--- config.mk ---
export PLATFORM = sky130hd
export DESIGN_NAME = dmem_arbiter
export DESIGN_NICKNAME = d
export VERILOG_FILES = /design/src/rtl/dmem_arbiter.sv
export SDC_FILE = /design/constraint.sdc
export NUM_CORES = 1
export LEC_CHECK = 0
export BUFFER_PORTS_ARGS = -buffer_cell sky130_fd_sc_hd__buf_2
export CORE_ASPECT_RATIO = 1.25
export CORE_MARGIN = 2
export CORE_UTILIZATION = 35
export DETAILED_ROUTE_END_ITERATION = 12
export GPL_TIMING_DRIVEN = 0
export RECOVER_POWER = 50
export SYNTH_ARGS = -nofsm -noshare
export SYNTH_HDL_FRONTEND = slang
export SYNTH_SLANG_ARGS = --single-unit
--- constraint.sdc ---
create_clock -name clk_i -period 2.1 [get_ports clk_i]
set_input_delay 0.105 -clock clk_i [delete_from_list [all_inputs] [get_ports clk_i]]
set_output_delay 0.105 -clock clk_i [all_outputs]
set_load 0.05 [all_outputs]
--- src/rtl/dmem_arbiter.sv ---
// Shares one data memory between the core MEM stage and an auxiliary requester.
// Define DMEM_ARB_RR_EN for round-robin tie-breaking; default is fixed core priority.
module dmem_arbiter #(
   parameter int unsigned MEM_LAT = 1,
   parameter int unsigned DATA_W  = 32,
   parameter int unsigned ADDR_W  = 32
) (
   input  logic              clk_i,
   input  logic              reset_i,
   input  logic              core_req_i,
   input  logic              core_we_i,
   input  logic [ADDR_W-1:0] core_addr_i,
   input  logic [DATA_W-1:0] core_wdata_i,
   output logic              core_gnt_o,
   output logic              core_rvalid_o,
   output logic [DATA_W-1:0] core_rdata_o,
   input  logic              aux_req_i,
   input  logic              aux_we_i,
   input  logic [ADDR_W-1:0] aux_addr_i,
   input  logic [DATA_W-1:0] aux_wdata_i,
   output logic              aux_gnt_o,
   output logic              aux_rvalid_o,
   output logic [DATA_W-1:0] aux_rdata_o,
   output logic              stall_o,
   output logic              MemRead_o,
   output logic              MemWrite_o,
   output logic [ADDR_W-1:0] Address_o,
   output logic [DATA_W-1:0] Write_data_o,
   input  logic [DATA_W-1:0] Read_data_i
);

   localparam int unsigned CNT_W = 4;

   typedef enum logic [1:0] {
      ST_IDLE  = 2'd0,
      ST_ISSUE = 2'd1,
      ST_WAIT  = 2'd2
   } state_e;

   state_e              state_q, state_d;
   logic                owner_q, owner_d;   // 1 = core, 0 = aux
   logic                we_q, we_d;
   logic [ADDR_W-1:0]   addr_q, addr_d;
   logic [DATA_W-1:0]   wdata_q, wdata_d;
   logic [CNT_W-1:0]    cnt_q, cnt_d;
   logic                mem_read_q, mem_read_d;
   logic                mem_write_q, mem_write_d;
   logic                core_rvalid_q, core_rvalid_d;
   logic                aux_rvalid_q, aux_rvalid_d;
   logic [DATA_W-1:0]   core_rdata_q, core_rdata_d;
   logic [DATA_W-1:0]   aux_rdata_q, aux_rdata_d;
   logic                core_gnt, aux_gnt;
   logic                core_wins;
   logic                capture;

   // Tie-break: decides which side takes the memory when both request.
`ifdef DMEM_ARB_RR_EN
   assign core_wins = core_req_i & (~aux_req_i | ~owner_q);
`else
   assign core_wins = core_req_i;
`endif

   always_ff @(posedge clk_i) begin
      if (reset_i) begin
         state_q       <= ST_IDLE;
         owner_q       <= 1'b0;
         we_q          <= 1'b0;
         addr_q        <= '0;
         wdata_q       <= '0;
         cnt_q         <= '0;
         mem_read_q    <= 1'b0;
         mem_write_q   <= 1'b0;
         core_rvalid_q <= 1'b0;
         aux_rvalid_q  <= 1'b0;
         core_rdata_q  <= '0;
         aux_rdata_q   <= '0;
      end else begin
         state_q       <= state_d;
         owner_q       <= owner_d;
         we_q          <= we_d;
         addr_q        <= addr_d;
         wdata_q       <= wdata_d;
         cnt_q         <= cnt_d;
         mem_read_q    <= mem_read_d;
         mem_write_q   <= mem_write_d;
         core_rvalid_q <= core_rvalid_d;
         aux_rvalid_q  <= aux_rvalid_d;
         core_rdata_q  <= core_rdata_d;
         aux_rdata_q   <= aux_rdata_d;
      end
   end

   always_comb begin
      state_d       = state_q;
      owner_d       = owner_q;
      we_d          = we_q;
      addr_d        = addr_q;
      wdata_d       = wdata_q;
      cnt_d         = cnt_q;
      mem_read_d    = 1'b0;
      mem_write_d   = 1'b0;
      core_rvalid_d = 1'b0;
      aux_rvalid_d  = 1'b0;
      core_rdata_d  = core_rdata_q;
      aux_rdata_d   = aux_rdata_q;
      core_gnt      = 1'b0;
      aux_gnt       = 1'b0;
      capture       = 1'b0;

      case (state_q)
         ST_IDLE: begin
            // A grant during reset would be lost, so none is offered then.
            if (!reset_i && (core_req_i || aux_req_i)) begin
               core_gnt    = core_wins;
               aux_gnt     = ~core_wins;
               owner_d     = core_wins;
               we_d        = core_wins ? core_we_i    : aux_we_i;
               addr_d      = core_wins ? core_addr_i  : aux_addr_i;
               wdata_d     = core_wins ? core_wdata_i : aux_wdata_i;
               mem_read_d  = core_wins ? ~core_we_i   : ~aux_we_i;
               mem_write_d = core_wins ? core_we_i    : aux_we_i;
               state_d     = ST_ISSUE;
            end
         end
         ST_ISSUE: begin
            if (MEM_LAT <= 1) begin
               capture = 1'b1;
               state_d = ST_IDLE;
            end else begin
               cnt_d   = CNT_W'(MEM_LAT - 1);
               state_d = ST_WAIT;
            end
         end
         ST_WAIT: begin
            if (cnt_q <= CNT_W'(1)) begin
               capture = 1'b1;
               state_d = ST_IDLE;
            end else begin
               cnt_d = cnt_q - CNT_W'(1);
            end
         end
         default: state_d = ST_IDLE;
      endcase

      // Completion is reported to the owner one cycle after the data is sampled.
      if (capture) begin
         if (owner_q) begin
            core_rvalid_d = 1'b1;
            core_rdata_d  = we_q ? '0 : Read_data_i;
         end else begin
            aux_rvalid_d  = 1'b1;
            aux_rdata_d   = we_q ? '0 : Read_data_i;
         end
      end
   end

   assign core_gnt_o    = core_gnt;
   assign aux_gnt_o     = aux_gnt;
   assign core_rvalid_o = core_rvalid_q;
   assign aux_rvalid_o  = aux_rvalid_q;
   assign core_rdata_o  = core_rdata_q;
   assign aux_rdata_o   = aux_rdata_q;
   assign MemRead_o     = mem_read_q;
   assign MemWrite_o    = mem_write_q;
   assign Address_o     = addr_q;
   assign Write_data_o  = wdata_q;
   assign stall_o       = (core_req_i & ~core_gnt) | (owner_q & (state_q != ST_IDLE));

endmodule
==> results of run 1 <==
-- placed cells by master (no fill, tap or decap), types with 2 or more instances in the layout --
cell / n
clkbuf_16: 17
buf_2: 188
a211oi_1: 14
a21oi_1: 130
dfxtp_1: 135
a211oi_2: 50
clkinv_2: 3
inv_6: 2
nand2_1: 129
buf_6: 6
clkbuf_8: 5
clkbuf_1: 165
bufinv_16: 2
clkinvlp_4: 2
buf_4: 2
mux2i_1: 64
nor2b_1: 33
nor2_1: 5
and2_1: 2
-- cell type report --
type	instances	area [um^2]	area share, %
Multi-Input combinational cell	436	2814	34.95
Sequential cell	135	2703	33.57
Timing Repair Buffer	298	1326	16.47
Clock buffer	22	494.2	6.139
Buffer	63	316.6	3.932
Tap cell	216	270.3	3.357
Clock inverter	10	116.4	1.445
Inverter	2	7.507	0.09325
Antenna cell	1	2.502	0.03108
-- flip-flops by register name (all words and copies together) (netlist names) --
name and count:
Address_o 32, MemRead_o 1, MemWrite_o 1, Write_data_o 32, aux_rdata_o 32, aux_rvalid_o 1, core_rdata_o 32, core_rvalid_o 1
owner_q 1, state_q 1, we_q 1
-- metrics by stage --
stage / hold WS (ps) / setup WS, ps / util (%)
floorplan: 335.2 / 701.0 / -
global placement: 440.2 / 427.0 / 46.75
detailed placement: 444.6 / 403.0 / 46.75
CTS: 29.61 / 270.8 / 50.50
global route: 44.85 / 162.8 / 49.49
finish: 32.96 / 277.8 / 49.49
-- where the power goes --
part	internal (mW)	switching, mW	total (mW)
sequential	2.73	0.0906	2.82
clock	1.91	1.14	3.05
combinational	0.448	1.15	1.60
-- layer usage --
| layer | global-route usage (%) | part of all wire [%] | up-vias |
|---|---|---|---|
| met3 | 7.247 | 9.0 | 39 |
| met1 | 24.67 | 41 | 2613 |
| li1 | - | - | 2835 |
| met2 | 36.14 | 47 | 237 |
| met4 | 8.412 | 2.7 | 4 |
| met5 | 0 | 0.12 | - |
-- worst max-delay path, cell delays in order (launching register included) --
cell	delay (ps)
dfxtp_1	390
nor2_4	210
buf_2	240
and2_1	170
buf_2	280
-- kinds of logic (layout without fill, tap and decap cells) --
family,count (synthesis),after routing,share of synthesized area (%)
compound gates,195,195,23.80
simple gates,176,176,13.21
flops,135,135,46.26
mux,65,65,11.16
buf+inv,65,395,5.568
other cells,0,1,0
-- worst max path at each step --
stage / slack, ps / to / from
after global routing: 160 / stall_o / reset_i
after CTS: 270 / core_gnt_o / state_q[0]$_SDFFE_PP0P_
after floorplan: 700 / stall_o / reset_i
after global placement: 430 / Write_data_o[28]$_SDFFE_PP0P_ / reset_i
after detailed placement: 400 / Write_data_o[29]$_SDFFE_PP0P_ / reset_i
final: 280 / core_gnt_o / state_q[0]$_SDFFE_PP0P_
==> flow_metrics.tcl, run 1 <==
set metrics [dict create \
    dominantRegCellSynth "dfxtp_1" \
    design_area_um2 8050 \
    die-area_um2 17750 \
    skew_ps 12.05 \
    n_fill_cell 1741 \
    nets 1119 \
    drc 0 \
    synth_area_leader_cell "dfxtp_1" \
    cts-root-buf "clkbuf_16" \
    cts.hold.buffers_added 0 \
    ctsResizeCount 0 \
    reg2reg_to "Address_o[15]$_SDFFE_PP0P_" \
    yosysMostFrequentCell "dfxtp_1" \
    grt_use_total_pct 21.30 \
    synth_edf_count 0 \
    setup_viol 0 \
    io_pins 301 \
    max_freq_mhz 548.8 \
    start_util_pct 35.92 \
    portBuffers 298 \
    seq_area_frac_synth_pct 46.26 \
    cp.arrival_ps 1720 \
    cts_tree "built" \
    hold_path_class "in2reg" \
    cp-end-kind "output port" \
    synth_area_per_cell_um2 9.185 \
    hpwlAfterDp_mm 14.42 \
    r2r-start "state_q[0]$_SDFFE_PP0P_" \
    ff2ff_setup_slack_ps 560 \
    setup_tns_ps 0 \
    tightest_slew_ps 723.8 \
    yosys-top-cells-count "135 x dfxtp_1, 130 x a21oi_1, 129 x nand2_1" \
    drt-total-wl_mm 18.81 \
    synth_warnings 0 \
    period_minus_slack_ps 1822 \
    wl_per_cell_um 15.90 \
    h-tree-depth 4 \
    hp-start "core_we_i" \
    drive_above_1_share_pct 29.19 \
    core-area_um2 16270 \
    total_power_mw 7.467 \
    grt_setup_unrepaired "no" \
    route.antenna.remaining_nets 0 \
    netlist.area_leader.share_pct 46.26 \
    criticalPathCategory "reg2out" \
    worstRegToRegCells 4 \
    clk_latency_ps 420 \
    drv_slew 0 \
    first_pass_iters 4 \
    syn-cell-area_um2 5842 \
    worstPathRequired_ps 2000 \
    netlist_instances 636 \
    postCtsSetupBuffers 0 \
    hold_depth 3 \
    synthTopCellsByArea "dfxtp_1 46%, a21oi_1 11%, mux2i_1 11%" \
    grt_pass1_wl_mm 29.77 \
    slew_headroom_pct 51.75 \
    async_flop_share_pct 0 \
    die_x_um 119.6 \
    drt_iter0_markers 239 \
    fin_crit_sh_pct 86.77 \
    grt_overflow 0 \
    p_leak_nw 3.270 \
    peakVddDrop_uv 473.2 \
    power.density_nw_per_um2 927.5 \
    num_vias 5728 \
    dp_cells 1150 \
    antenna_found_initial 4 \
    placed_area_um2 7604 \
    hold_viol 0 \
    worstHoldEndpoint "MemRead_o$_SDFF_PP0_" \
    status "completed" \
    grt_max_degree 17 \
    start_kind "register" \
    grt_pass1_vias 5754 \
    clockBufferDepth 2 \
    syn_nets 802 \
    gp_congestion 0.7567 \
    ys_ff_latch 135 \
    yosys.cell_types.count 24 \
    rows 52 \
    area_growth_pct 37.80 \
    fin_cells 1183 \
    cts_buffers 17 \
    cp_max_fo 10 \
    cts_sinks 135 \
    viasPerCell 4.842 \
    cts.clk_slew.worst_paths_ps 60 \
    drv_cap 0 \
    die_height_um 148.4 \
]
Note: power is estimated with default switching activity, not from simulation.
==> run 2, diff against run 1 <==
Settings changed: ABC_AREA set to 1, SKIP_CTS_REPAIR_TIMING set to 1.
==> run 2 against run 1 <==
  * The flow now finishes with violations (negative hold slack)
  * Cell area up 3.5%
  * Global-route usage down 0.56 points
  * Fmax down 4.0%
  * Total power up 0.88%
  * Synthesized cell count up 56%
  * Worst setup slack worse by 75 ps
  * Critical endpoint is now aux_gnt_o
  * Largest cell class is now flip-flops and latches
  * Largest power group unchanged
==> flow_metrics.tcl, run 2 <==
set metrics [dict create \
    crit_family "buffers and inverters" \
    p_leak_nw 4.462 \
    synth_warnings 0 \
    worstPathRequired_ps 2000 \
    antenna_found_initial 0 \
    drt-total-wl_mm 19.73 \
    hold_path_class "in2reg" \
    fin_cells 1546 \
    grt_max_degree 17 \
    slew_headroom_pct 53.93 \
    diodes 0 \
    drv_slew 0 \
    power.density_nw_per_um2 904.5 \
    first_pass_iters 4 \
    cts-root-buf "clkbuf_16" \
    rows 54 \
    portBuffers 299 \
    nets 1475 \
    status "complete, but fails checks" \
    violations "negative hold slack" \
    dominantRegCellSynth "dfxtp_1" \
    area_growth_pct 36.37 \
    drt_iter0_markers 283 \
    period_minus_slack_ps 1897 \
    intPower_mw 4.998 \
    synth_edf_count 0 \
    grt_pass1_wl_mm 30.13 \
    layout_common_cells "391 x nand2_1, 229 x nor2_1, 194 x buf_2" \
    grt_overflow 0 \
    netlist.area_leader.share_pct 44.25 \
    grt_use_total_pct 20.74 \
    cts_sinks 135 \
    cp-end-kind "output port" \
    netlist_instances 990 \
    core-area_um2 17300 \
    layout_setup_ws_ps 202.8 \
    peakVddDrop_uv 468.3 \
    layout.cells.most_common "nand2_1" \
    p_switching_mw 2.534 \
    grt_setup_unrepaired "no" \
    wl_per_cell_um 12.76 \
    die_x_um 122.2 \
    cts.clk_slew.worst_paths_ps 60 \
    drive_above_1_share_pct 18.23 \
    cp.arrival_ps 1790 \
    yosys-top-cells-count "391 x nand2_1, 229 x nor2_1, 135 x dfxtp_1" \
    max_freq_mhz 527.1 \
    route.antenna.remaining_nets 0 \
    cp_cell_sequence "dlygate4sd3_1 -> buf_4 -> nor2_4 -> nand2_2 -> buf_2 -> inv_1 -> nand2_1 -> inv_1 -> buf_2" \
    drc 0 \
    start_kind "input pin" \
    pwr-share-clk_pct 39.9 \
    path_buf_inv 6 \
    power_switching_share_pct 33.65 \
    synthTopCellsByArea "dfxtp_1 44%, nand2_1 24%, nor2_1 14%" \
    gp_congestion 0.7735 \
    seq_area_frac_synth_pct 44.25 \
    viasPerCell 4.273 \
    slowest_delay_ps 540 \
    io_pins 301 \
    h-tree-depth 4 \
    synth_area_per_cell_um2 6.169 \
    p_comb_share_pct 22.4 \
    clockBufferDepth 2 \
    yosysMostFrequentCell "nand2_1" \
    die_height_um 151.7 \
    start_util_pct 35.31 \
    die-area_um2 18530 \
    cts_buffers 17 \
    hpwlAfterDp_mm 15.04 \
    hold_viol 2 \
    syn_nets 1156 \
    yosys.cell_types.count 16 \
    holdWs_ps -25.79 \
    fin_crit_sh_pct 90.34 \
    setup_viol 0 \
    pre_cts_ws_ps 610.3 \
    grt_pass1_vias 6059 \
    skew_ps 7.656 \
    synth_area_leader_cell "dfxtp_1" \
    cp_max_fo 10 \
    dp_cells 1513 \
    criticalPathCategory "in2out" \
    setup_tns_ps 0 \
    seqPwrFrac_pct 37.7 \
    async_flop_share_pct 0 \
    cts_tree "built" \
    ys_ff_latch 135 \
    syn-cell-area_um2 6107 \
    tightest_slew_ps 694.1 \
    clk_latency_ps 420 \
    cp_slowest_cell "dlygate4sd3_1" \
    total_power_mw 7.532 \
    drv_cap 0 \
    num_vias 6606 \
]
==> run 2: cell types whose count changed after synthesis, sizes merged, moves of 2 or more <==
cell	change
mux2i	-64
inv	+103
a21oi	-96
nand2	+263
clkbuf	-11
and2	-2
nor2b	-33
a211oi	-64
buf	+6
nor2	+225
o21ai	+33
==> run 2: cells by family (layout without fill, tap and decap cells) <==
kind of cell | after synthesis | after routing | synth area share [%]
compound gates | 67 | 67 | 5.491
buf+inv | 163 | 495 | 11.49
flops | 135 | 135 | 44.25
simple gates | 625 | 625 | 38.76
==> run 2: power groups by stage <==
stage                     clock (mW)  sequential, mW  combinational, mW
after floorplan                    0            3.50              0.603
after global placement             0            2.88               1.75
after detailed placement           0            2.89               1.75
after CTS                       3.08            2.83               1.76
after global routing            3.18            2.86               1.86
final                           3.00            2.84               1.69
==> run 2: layout make-up <==
type                            instances  area, um^2
Fill cell                            1975        8969
Sequential cell                       135        2703
Multi-Input combinational cell        692        2703
Timing Repair Buffer                  300        1345
Clock buffer                           19       452.9
Inverter                              105       394.1
Buffer                                 58       304.0
Tap cell                              224       280.3
Clock inverter                         13       146.4
==> run 2: routing by layer <==
| layer | vias to the layer above | wire (um) | part of all wire [%] | track usage, % |
|---|---|---|---|---|
| met3 | 21 | 1493 | 7.6 | 5.314 |
| li1 | 3545 | - | - | - |
| met1 | 2821 | 8280 | 42 | 23.54 |
| met4 | 0 | 285 | 1.4 | 6.897 |
| met5 | - | 0 | 0 | 0 |
| met2 | 219 | 9666 | 49 | 37.65 |
==> run 2: path summary, 6_finish.rpt <==
path / from / endpoint / slack [ps] / cells past startpoint
worst min register to register: core_rdata_o[8]$_SDFFE_PP0P_ / core_rdata_o[8]$_SDFFE_PP0P_ / 470 / 2
worst max register to register: we_q$_SDFFE_PP0P_ / aux_rdata_o[11]$_SDFFE_PP0P_ / 780 / 5
worst max-delay path: reset_i / aux_gnt_o / 200 / 9
worst min-delay path: core_we_i / MemWrite_o$_SDFF_PP0_ / -30 / 3
==> run 2: metrics by stage <==
step / util, % / area [um^2]
2_1_floorplan: - / 6107
3_3_place_gp: 45.58 / 7884
3_5_place_dp: 45.58 / 7884
4_1_cts: 49.05 / 8483
5_1_grt: 48.15 / 8328
6_report: 48.15 / 8328
==> run 2: tightest hold or removal path, delay by kind of cell <==
family	cells	cell delay (ps)
AOI/OAI and AO/OA	1	60
buffers and inverters	1	100
and+or+nand+nor	1	70
